[config.mk]
export PLATFORM = sky130hd
export DESIGN_NAME = led_pattern_gen
export DESIGN_NICKNAME = d
export VERILOG_FILES = /design/src/rtl/led_pattern_pkg.sv /design/src/rtl/led_pattern_gen_channel.sv /design/src/rtl/led_pattern_gen.sv
export SDC_FILE = /design/constraint.sdc
export NUM_CORES = 1
export LEC_CHECK = 0
export CAP_MARGIN = 20
export CORE_MARGIN = 5
export CORE_UTILIZATION = 57
export CTS_BUF_LIST = sky130_fd_sc_hd__clkbuf_4 sky130_fd_sc_hd__clkbuf_8 sky130_fd_sc_hd__clkbuf_16
export DETAILED_ROUTE_END_ITERATION = 12
export PLACE_DENSITY = 0.77
export SETUP_SLACK_MARGIN = 0.15
export SYNTH_ARGS = -nofsm -noshare
export SYNTH_HDL_FRONTEND = slang
export SYNTH_SLANG_ARGS = --single-unit
[constraint.sdc]
create_clock -name sys_clk -period 2.24 [get_ports sys_clk]
set_input_delay 0.336 -clock sys_clk [delete_from_list [all_inputs] [get_ports sys_clk]]
set_output_delay 0.336 -clock sys_clk [all_outputs]
set_load 0.005 [all_outputs]
[src/rtl/led_pattern_pkg.sv]
// Shared definitions for the multi-channel LED pattern generator:
// channel modes, PWM width and the duty ceiling of the breathing ramp.
package led_pattern_pkg;

  typedef enum logic [1:0] {
    MODE_OFF     = 2'd0,
    MODE_ON      = 2'd1,
    MODE_BLINK   = 2'd2,
    MODE_BREATHE = 2'd3
  } led_mode_e;

  localparam int PWM_W = 8;
  localparam logic [PWM_W-1:0] DUTY_MAX = 8'd255;

  // Only the animated modes consume ticks; OFF and ON keep their counters at zero.
  function automatic logic mode_is_active(input led_mode_e mode);
    return (mode == MODE_BLINK) || (mode == MODE_BREATHE);
  endfunction

endpackage

[src/rtl/led_pattern_gen_channel.sv]
// One LED channel: configuration, tick divider and BLINK/BREATHE pattern state.
// Produces the logical (un-inverted) lit level from its own state and the PWM phase.
module led_channel
  import led_pattern_pkg::*;
#(
  parameter int DIV_W = 16
) (
  input  logic             clk_i,
  input  logic             rst_i,
  input  logic             tick_i,
  input  logic [PWM_W-1:0] pwm_cnt_i,
  input  logic             we_i,
  input  logic [1:0]       mode_i,
  input  logic [DIV_W-1:0] div_i,
  output logic             lit_o
);

  led_mode_e        mode_q, mode_d;
  logic [DIV_W-1:0] div_q, div_d;
  logic [DIV_W-1:0] ev_cnt_q, ev_cnt_d;
  logic             lit_q, lit_d;
  logic [PWM_W-1:0] duty_q, duty_d;
  logic             dir_q, dir_d;
  logic             event_s;

  // Next-state: a write restarts the channel and swallows a coincident tick.
  always_comb begin
    mode_d   = mode_q;
    div_d    = div_q;
    ev_cnt_d = ev_cnt_q;
    lit_d    = lit_q;
    duty_d   = duty_q;
    dir_d    = dir_q;
    event_s  = 1'b0;
    if (we_i) begin
      mode_d   = led_mode_e'(mode_i);
      div_d    = div_i;
      ev_cnt_d = '0;
      lit_d    = 1'b0;
      duty_d   = '0;
      dir_d    = 1'b0;
    end else if (tick_i && mode_is_active(mode_q)) begin
      if (ev_cnt_q < div_q) begin
        ev_cnt_d = ev_cnt_q + DIV_W'(1);
      end else begin
        ev_cnt_d = '0;
        event_s  = 1'b1;
      end
    end else begin
      event_s = 1'b0;
    end

    // The ramp turns around in the same event that reaches either end.
    if (event_s) begin
      case (mode_q)
        MODE_BLINK: lit_d = ~lit_q;
        MODE_BREATHE: begin
          if (dir_q == 1'b0) begin
            duty_d = duty_q + 8'd1;
            dir_d  = (duty_d == DUTY_MAX);
          end else begin
            duty_d = duty_q - 8'd1;
            dir_d  = (duty_d != 8'd0);
          end
        end
        default: lit_d = lit_q;
      endcase
    end else begin
      lit_d = lit_d;
    end
  end

  // Channel state registers.
  always_ff @(posedge clk_i) begin
    if (rst_i) begin
      mode_q   <= MODE_OFF;
      div_q    <= '0;
      ev_cnt_q <= '0;
      lit_q    <= 1'b0;
      duty_q   <= '0;
      dir_q    <= 1'b0;
    end else begin
      mode_q   <= mode_d;
      div_q    <= div_d;
      ev_cnt_q <= ev_cnt_d;
      lit_q    <= lit_d;
      duty_q   <= duty_d;
      dir_q    <= dir_d;
    end
  end

  // Logical lit level; the top registers it onto the pin.
  always_comb begin
    case (mode_q)
      MODE_OFF:     lit_o = 1'b0;
      MODE_ON:      lit_o = 1'b1;
      MODE_BLINK:   lit_o = lit_q;
      MODE_BREATHE: lit_o = (pwm_cnt_i < duty_q);
      default:      lit_o = 1'b0;
    endcase
  end

endmodule

[src/rtl/led_pattern_gen.sv]
// Multi-channel LED pattern generator top: shared prescaler, PWM phase counter,
// config write decode and the registered LED pins.
module led_pattern_gen
  import led_pattern_pkg::*;
#(
  parameter int NUM_CH     = 4,
  parameter int TICK_DIV   = 13_499,
  parameter int DIV_W      = 16,
  parameter bit ACTIVE_LOW = 1'b1,
  parameter int CH_W       = (NUM_CH > 1) ? $clog2(NUM_CH) : 1
) (
  input  logic              sys_clk,
  input  logic              sys_reset,
  input  logic              cfg_we,
  input  logic [CH_W-1:0]   cfg_ch,
  input  logic [1:0]        cfg_mode,
  input  logic [DIV_W-1:0]  cfg_div,
  output logic              tick,
  output logic [NUM_CH-1:0] led
);

  localparam int PRE_W = (TICK_DIV > 0) ? $clog2(TICK_DIV + 1) : 1;
  localparam logic [PRE_W-1:0] PRE_TC = PRE_W'(TICK_DIV);

  logic [PRE_W-1:0]  pre_cnt_q, pre_cnt_d;
  logic              tick_q;
  logic [PWM_W-1:0]  pwm_cnt_q, pwm_cnt_d;
  logic [NUM_CH-1:0] led_q;
  logic [NUM_CH-1:0] lit_s;
  logic [NUM_CH-1:0] we_s;

  // Prescaler and PWM phase next-state.
  always_comb begin
    if (pre_cnt_q == PRE_TC) begin
      pre_cnt_d = '0;
    end else begin
      pre_cnt_d = pre_cnt_q + PRE_W'(1);
    end
    pwm_cnt_d = pwm_cnt_q + 8'd1;
  end

  // tick is registered from the next prescaler value so it mirrors pre_cnt == TICK_DIV.
  always_ff @(posedge sys_clk) begin
    if (sys_reset) begin
      pre_cnt_q <= '0;
      tick_q    <= 1'b0;
      pwm_cnt_q <= '0;
      led_q     <= {NUM_CH{ACTIVE_LOW}};
    end else begin
      pre_cnt_q <= pre_cnt_d;
      tick_q    <= (pre_cnt_d == PRE_TC);
      pwm_cnt_q <= pwm_cnt_d;
      led_q     <= lit_s ^ {NUM_CH{ACTIVE_LOW}};
    end
  end

  // Out-of-range channel numbers match no decode and are dropped.
  for (genvar i = 0; i < NUM_CH; i++) begin : g_ch
    assign we_s[i] = cfg_we && (cfg_ch == CH_W'(i));

    led_channel #(
      .DIV_W(DIV_W)
    ) u_ch (
      .clk_i    (sys_clk),
      .rst_i    (sys_reset),
      .tick_i   (tick_q),
      .pwm_cnt_i(pwm_cnt_q),
      .we_i     (we_s[i]),
      .mode_i   (cfg_mode),
      .div_i    (cfg_div),
      .lit_o    (lit_s[i])
    );
  end

  assign tick = tick_q;
  assign led  = led_q;

endmodule

==> results of run 1 <==
[cells in the final DEF, fill, tap and decap left out, types with 26 or more instances in the layout]
master,count
nand2_1,224
dfxtp_1,152
nor2_1,116
a21oi_1,113
buf_4,93
ha_1,85
inv_1,77
nand3_1,62
xnor2_1,55
xor2_1,50
dfxtp_2,50
nor2_4,34
nand4_1,30
clkbuf_16,27
clkdlybuf4s50_1,26
[through the flow]
| step | util | total power [mW] | instances | cell area, um2 |
|---|---|---|---|---|
| finish | 0.752 | 8.67 | 1839 | 14800 |
| CTS | 0.708 | 8.56 | 1823 | 13900 |
| detailed placement | 0.637 | 4.35 | 1765 | 12500 |
| global placement | 0.637 | 4.34 | 1765 | 12500 |
| global route | 0.752 | 8.94 | 1839 | 14800 |
| floorplan | - | 4.12 | 1445 | 11500 |
[worst max-delay path, cell delays in order (launching register included)]
cell and delay, ns:
dfxtp_2 0.34, inv_1 0.05, ha_1 0.33, nand4_1 0.15
or3_1 0.41, o32a_1 0.34, a31oi_4 0.23, buf_6 0.21
nand2_2 0.07, xnor2_1 0.15, nor2_1 0.05
[metal layers]
| layer | vias up | wire [um] |
|---|---|---|
| met2 | 492 | 15900 |
| met4 | 0 | 1720 |
| met1 | 5106 | 13400 |
| met3 | 159 | 2300 |
| li1 | 5172 | - |
| met5 | - | 0 |
[power by group]
| group | switching [mW] | internal (mW) | leakage, nW |
|---|---|---|---|
| clock network | 1.59 | 2.53 | 0.408 |
| registers | 0.0458 | 3.67 | 1.67 |
| logic | 0.462 | 0.379 | 3.46 |
[timing repair]
| item | in CTS | in global routing |
|---|---|---|
| pin swaps | 45 | 68 |
| resized for setup | 97 | 191 |
| endpoints found under the setup margin | 79 | 103 |
| gates cloned | 3 | 2 |
| setup buffers | 14 | 14 |
[state kept, by name, indices dropped and copies added, names as in the netlist]
name                cells
pwm_cnt_q               8
pre_cnt_q              14
g_ch.u_ch.duty_q       32
g_ch.u_ch.mode_q        8
g_ch.u_ch.dir_q         4
tick                    1
led                     4
g_ch.u_ch.ev_cnt_q     64
g_ch.u_ch.div_q        64
g_ch.u_ch.lit_q         4
[worst min-delay path by stage]
stage	startpoint	endpoint	slack (ns)	cells past startpoint
after global placement	g_ch[0].u_ch.div_q[1]	g_ch[0].u_ch.div_q[1]	0.44	2
after floorplan	g_ch[0].u_ch.div_q[10]	g_ch[0].u_ch.div_q[10]	0.44	2
after CTS	sys_reset	pwm_cnt_q[0]	0.29	2
final	sys_reset	pwm_cnt_q[0]	0.30	2
after detailed placement	g_ch[3].u_ch.div_q[4]	g_ch[3].u_ch.div_q[4]	0.45	2
after global routing	sys_reset	pwm_cnt_q[4]	0.33	2
[cell type report]
type,count,share of cell area
clock buffers,29,0.0441
inverters,100,0.0254
well taps,265,0.0224
flip-flops and latches,203,0.279
multi-input cells,1090,0.530
repair buffers,140,0.0865
clock inverters,12,0.0122
[logic make-up after synthesis]
kind of cell,count (synthesis)
muxes,7
DFF,203
buffers and inverters,152
adders and majority gates,110
and+or+nand+nor,597
AOI/OAI and AO/OA,266
xor gates and xnor gates,110
==> impl_results.md, run 1 <==
* Post-synth ARST share at 0
* P&R area growth vs syn at 28.9%
* CP max FO at 5
* Post-Syn Area at 11500 um2
* Clock period minus worst slack at roughly 2.4 ns
* Worst Setup SP: g_ch[2].u_ch.div_q[5]
* Max Buffers Root-to-Sink at 3
* GRT met1 Usage at 0.320
* Antenna violations before repair at 0
* Largest net degree at the start of global routing at 32
* Flops & latches, synth at 203
* Critical path arrival at 2.84 ns
* Grt met2 use at 0.427
* DRT antenna net count at 0
* Critical Path Sink Type: flip-flop
* Area contributors post-synth: dfxtp_1, ha_1, nand2_1
* Core Box Area at 19700 um2
* DIE AREA at 23000 um2
* Syn Area/Cell at 7.93 um2
* Leakage power at 5.53 nW
* Diode count at 0
* GPL Wtd Cong at approximately 0.91
* Final setup margin at -0.198 ns
* Clk pin slew, worst setup/hold paths at 0.06 ns
* Tcrit/Tclk final at 1.09
* EDFF count, synth at 0
* Compound-Gate Fraction of Synth Area at 0.145
* CP Data Required Time at 2.64 ns
* Commonest cells post-synth: nand2_1, dfxtp_1, nor2_1
* Final #Nets at 1691
* Total Routing Usage GR at 0.249
* FF-to-FF path depth at 10
* Setup TNS at -3.08 ns
* Sequential-to-total area share from yosys stat at 0.354
* Reg2Reg Setup Slack at -0.20 ns
* Most used routing layer: met2
* Initial Utilization at 0.583
* Relative slew slack at 0.614
* Post-synthesis cell count at roughly 1400
* Largest family of logic cells by synthesized area: simple AND/OR/NAND/NOR gates
* IO Pins at 28
* Status: finished, violations left
* Yosys top cell by area: dfxtp_1
* R2r startpoint: g_ch[2].u_ch.div_q[5]
* Startpoint types: flip-flop
* DRC viols at 0
* Adder-cell share of the synthesized area at 0.120
* Iter 0 DRT Violations at 910
* Routed vias/inst at 5.94
* Fillers at between 1000 and 1500
* Layout cell share with drive strength beyond 1 at 0.236
* Sink Count at 203
* Vias in the first global route at 10200
* Multi-input gate area at 7830 um2
* Count leader, synth: nand2_1
* Pre-CTS WS at -0.313 ns
* CTS hold repair buffers at 0
* Worst IR Drop VDD at 464 uV
* Max Cap Viol at 0
* CP endpoint: g_ch[2].u_ch.duty_q[2]
* R2r endpoint: g_ch[2].u_ch.duty_q[2]
* Skew-Pair Late Insertion Delay at 0.51 ns
* Mux cell area share after synthesis at 0.00633
* Area share of xor/xnor cells in the synthesized design at 0.0840
* Finish-stage setup viols at 36
* Synth unique cells at 68
* Endpoints failing hold at 0
* Warnings, synthesis at 0
* Failing checks: setup timing
* Synth Area in Simple Gates at 0.237
* Met3 Resource Use GR at 0.0369
* Root buffer cell: clkbuf_16
* Hold WC Path Type: primary input to flip-flop
* Inserted Clock Buffers at 23
* Routed vias at 10900
* Setup CP Type: flip-flop to flip-flop
* Max Clock Skew at 0.0103 ns
* Die W at 152 um
* Pwr dens at 587 nW/um2
* Post-DP HPWL at about 20 mm
* Fmax at 410 MHz
* # port buffers at 27
* Routed WL at 33.4 mm
* H-tree depth at 1
* Worst slew pin tran at about 0.58 ns
* Top cell type's share of synthesized area at 0.354
* Hold_ws at 0.295 ns
* Pre-antenna DRT Iters at 5
* Row Count at 51
* Wire per inst at 18.2 um
* RSZ-0062 raised after global routing: yes
* Final Slew Violations at 0
* Die height at 152 um
* First-pass GRT wire length at approximately 50 mm
* Top FF cell, synth: dfxtp_1
* GR Overflow Total at 0
* CTS tree: done
* Sequential cell area at 4130 um2
* Syn nets at around 1600
No activity file was read; power rests on OpenSTA's default activity.
==> run 2: changes to the inputs <==
--- a/config.mk
+++ b/config.mk
@@ -10,6 +10,7 @@
 export CORE_UTILIZATION = 57
 export CTS_BUF_LIST = sky130_fd_sc_hd__clkbuf_4 sky130_fd_sc_hd__clkbuf_8 sky130_fd_sc_hd__clkbuf_16
 export DETAILED_ROUTE_END_ITERATION = 12
+export GPL_TIMING_DRIVEN = 0
 export PLACE_DENSITY = 0.77
 export SETUP_SLACK_MARGIN = 0.15
 export SYNTH_ARGS = -nofsm -noshare
==> run 2 against run 1 <==
Compared with the run above: the run still ends with setup timing left; routed wire length fell by 9.8%; sequential cell count unchanged; non-clock buffer count down 10; sequential share of layout area is 0.65 points higher; via count is 4.1% lower; register-to-register slack improved by 0.07 ns; fmax grew 3.0%; hold slack better by 0.16 ns; global-route usage is 1.0 points lower.
==> impl_results.md, run 2 (synthesized netlist as in run 1, its figures left out) <==
* Pwr dens at 584 nW/um2 (-0.48%)
* Total Routing Usage GR at 0.239 (-0.00998)
* Startpoint types: flip-flop
* IO Pins at 28 (unchanged)
* Skew-Pair Late Insertion Delay at 0.53 ns (+0.02 ns)
* Largest net degree at the start of global routing at 13 (-59%)
* Worst slew pin tran at 0.704 ns (+0.125 ns)
* DRC viols at 0 (unchanged)
* Commonest cells after routing, fill and taps aside: nand2_1, dfxtp_1, nor2_1, a21oi_1, ha_1
* Finish-stage setup viols at 23 (-36%)
* Tcrit/Tclk final at 1.06 (-0.0319)
* Routed WL at 30.1 mm (-9.8%)
* Final setup margin at -0.127 ns (+0.0714 ns)
* Hold path start: g_ch[1].u_ch.div_q[3]
* Core Box Area at 19700 um2 (unchanged)
* Pre-antenna DRT Iters at 5 (unchanged)
* Post-DP HPWL at 19.9 mm (about the same)
* CP delay by family, top: simple AND/OR/NAND/NOR gates
* Hold WC Path Type: flip-flop to flip-flop
* Clk pin slew, worst setup/hold paths at 0.06 ns (about the same)
* DIE AREA at 23000 um2 (unchanged)
* CTS hold repair buffers at 0 (unchanged)
* Initial Utilization at 0.583 (unchanged)
* Final Slew Violations at 0 (unchanged)
* P&R area growth vs syn at 26.1%
* Inserted Clock Buffers at 24 (+4.3%)
* Worst-path cell chain: inv_2 -> ha_4 -> nand4_1 -> or3_1 -> o32a_1 -> and3_4 -> buf_8 -> o21ai_4 -> buf_6 -> nor2_1
* Top flop regs: g_ch.u_ch.div_q x64, g_ch.u_ch.ev_cnt_q x64, g_ch.u_ch.duty_q x32
* FF-to-FF path depth at 10 (unchanged)
* Iter 0 DRT Violations at 735 (-19%)
* Root buffer cell: clkbuf_16
* Critical path arrival at 2.78 ns (-0.06 ns)
* # port buffers at 26 (-3.7%)
* CP Data Required Time at 2.65 ns (about the same)
* Vias in the first global route at 9880 (-3.3%)
* Row Count at 51 (unchanged)
* Reg2Reg Setup Slack at -0.13 ns (+0.07 ns)
* CP max FO at 5 (unchanged)
* Die W at 152 um (unchanged)
* Endpoints failing hold at 0 (unchanged)
* Routed vias at 10500 (-4.1%)
* Slowest CP cell: or3_1
* Wire per inst at 16.5 um (-9.4%)
* Diode count at 0 (unchanged)
* CP peak stage delay at 0.35 ns (-0.06 ns)
* Routed vias/inst at 5.73 (-3.7%)
* First-pass GRT wire length at 47.6 mm (-3.6%)
* Setup CP Type: flip-flop to flip-flop
* Leakage power at 5.33 nW (-3.6%)
* Core Util, Final at 0.736 (-0.0161)
* R2r endpoint: g_ch[2].u_ch.ev_cnt_q[9]
* GR Overflow Total at 0 (unchanged)
* Fillers at 1431 (+8.7%)
* Max Clock Skew at 0.0205 ns (+0.0102 ns)
* Clock period minus worst slack at 2.37 ns (-0.0714 ns)
* Relative slew slack at 0.529 (-0.0850)
* Layout cell share with drive strength beyond 1 at 0.213 (-0.0229)
* RSZ-0062 raised after global routing: yes
* R2r startpoint: g_ch[2].u_ch.div_q[15]
* Worst IR Drop VDD at 572 uV (+23%)
* Critical Path Sink Type: flip-flop
* Max Cap Viol at 0 (unchanged)
* Hold endpoint: g_ch[1].u_ch.div_q[3]
* Max Buffers Root-to-Sink at 3 (unchanged)
* Most common cell after layout, fill and taps aside: nand2_1
* Hold Crit Depth at 2 (unchanged)
* Die height at 152 um (unchanged)
* Post-route cell area at 14500 um2 (-2.1%)
* H-tree depth at 1 (unchanged)
* Antenna violations before repair at 0 (unchanged)
* Final #Nets at 1682 (-0.53%)
* DRT antenna net count at 0 (unchanged)
* GPL Wtd Cong at 0.905 (-0.49%)
* Sink Count at 203 (unchanged)
* Status: finished, violations left
* WP buf/inv at 3 (+1)
* Fmax at 423 MHz (+3.0%)
* CTS tree: done
* Post-placement cell area at 12100 um2 (-3.3%)
* Failing checks: setup timing
run 2: changes by cell type in the layout (fill, tap and decap cells not counted), moves of 6 or more:
| cell | delta |
|---|---|
| buf_4 | -61 |
| buf_6 | +14 |
| clkbuf_1 | +27 |
| clkbuf_2 | +7 |
| clkbuf_4 | +6 |
| dfxtp_2 | -7 |
| nor2_2 | +17 |
| nor2_4 | -21 |
run 2: report_power, final:
group,internal [mW],switching (mW),total (mW)
Combinational,0.352,0.442,0.794
Clock,2.40,1.54,3.94
Sequential,3.66,0.0466,3.71
Total,6.42,2.03,8.44
run 2: worst max-delay path by stage:
stage               cells after the start                    from  slack, ns                  endpoint
floorplan                              10  g_ch[2].u_ch.div_q[11]       0.17    g_ch[2].u_ch.duty_q[7]
global placement                        5               sys_reset      -0.60     g_ch[1].u_ch.div_q[2]
detailed placement                      5               sys_reset      -0.61    g_ch[1].u_ch.div_q[15]
CTS                                    10  g_ch[2].u_ch.div_q[14]      -0.05    g_ch[2].u_ch.duty_q[4]
global route                            9   g_ch[2].u_ch.div_q[7]      -0.23        g_ch[2].u_ch.dir_q
finish                                 10  g_ch[2].u_ch.div_q[15]      -0.13  g_ch[2].u_ch.ev_cnt_q[9]
run 2: final cells by class:
class / instances / area (um2) / area share
inverter: 100 / 375 / 0.0260
clock inverter: 4 / 56.3 / 0.00389
sequential: 203 / 4140 / 0.286
buffer: 52 / 277 / 0.0191
timing repair buffer: 78 / 726 / 0.0502
clock buffer: 38 / 749 / 0.0518
multi-input combinational: 1090 / 7810 / 0.540
tap: 265 / 332 / 0.0229
run 2: worst min-delay path: stages (launching register included):
cell     delay, ns
dfxtp_1       0.31
nand2_1       0.05
a21oi_1       0.05
run 2: metrics by stage:
step	power (mW)	setup TNS (ns)	instances	setup WS (ns)	hold slack, ns
floorplan	4.12	0	1445	0.168	0.436
global placement	4.30	-29.05	1736	-0.596	0.443
detailed placement	4.32	-33.72	1736	-0.609	0.446
CTS	8.39	-0.743	1803	-0.0547	0.452
global route	8.71	-4.15	1830	-0.227	0.466
finish	8.44	-1.87	1830	-0.127	0.454
run 2: layer usage:
metal	share of wire	vias to the layer above	global-route usage
met5	0	-	0
met4	0.035	0	0.0826
met3	0.047	83	0.0341
met2	0.48	283	0.411
met1	0.44	4966	0.309
li1	-	5146	-
run 2: timing repair:
action / in CTS / in global routing
pin swaps: 54 / 68
setup endpoints to repair: 138 / 135
setup buffers: 20 / 26
resized for setup: 165 / 144
cloned: 5 / 1
hold endpoints to repair: 0 / 0
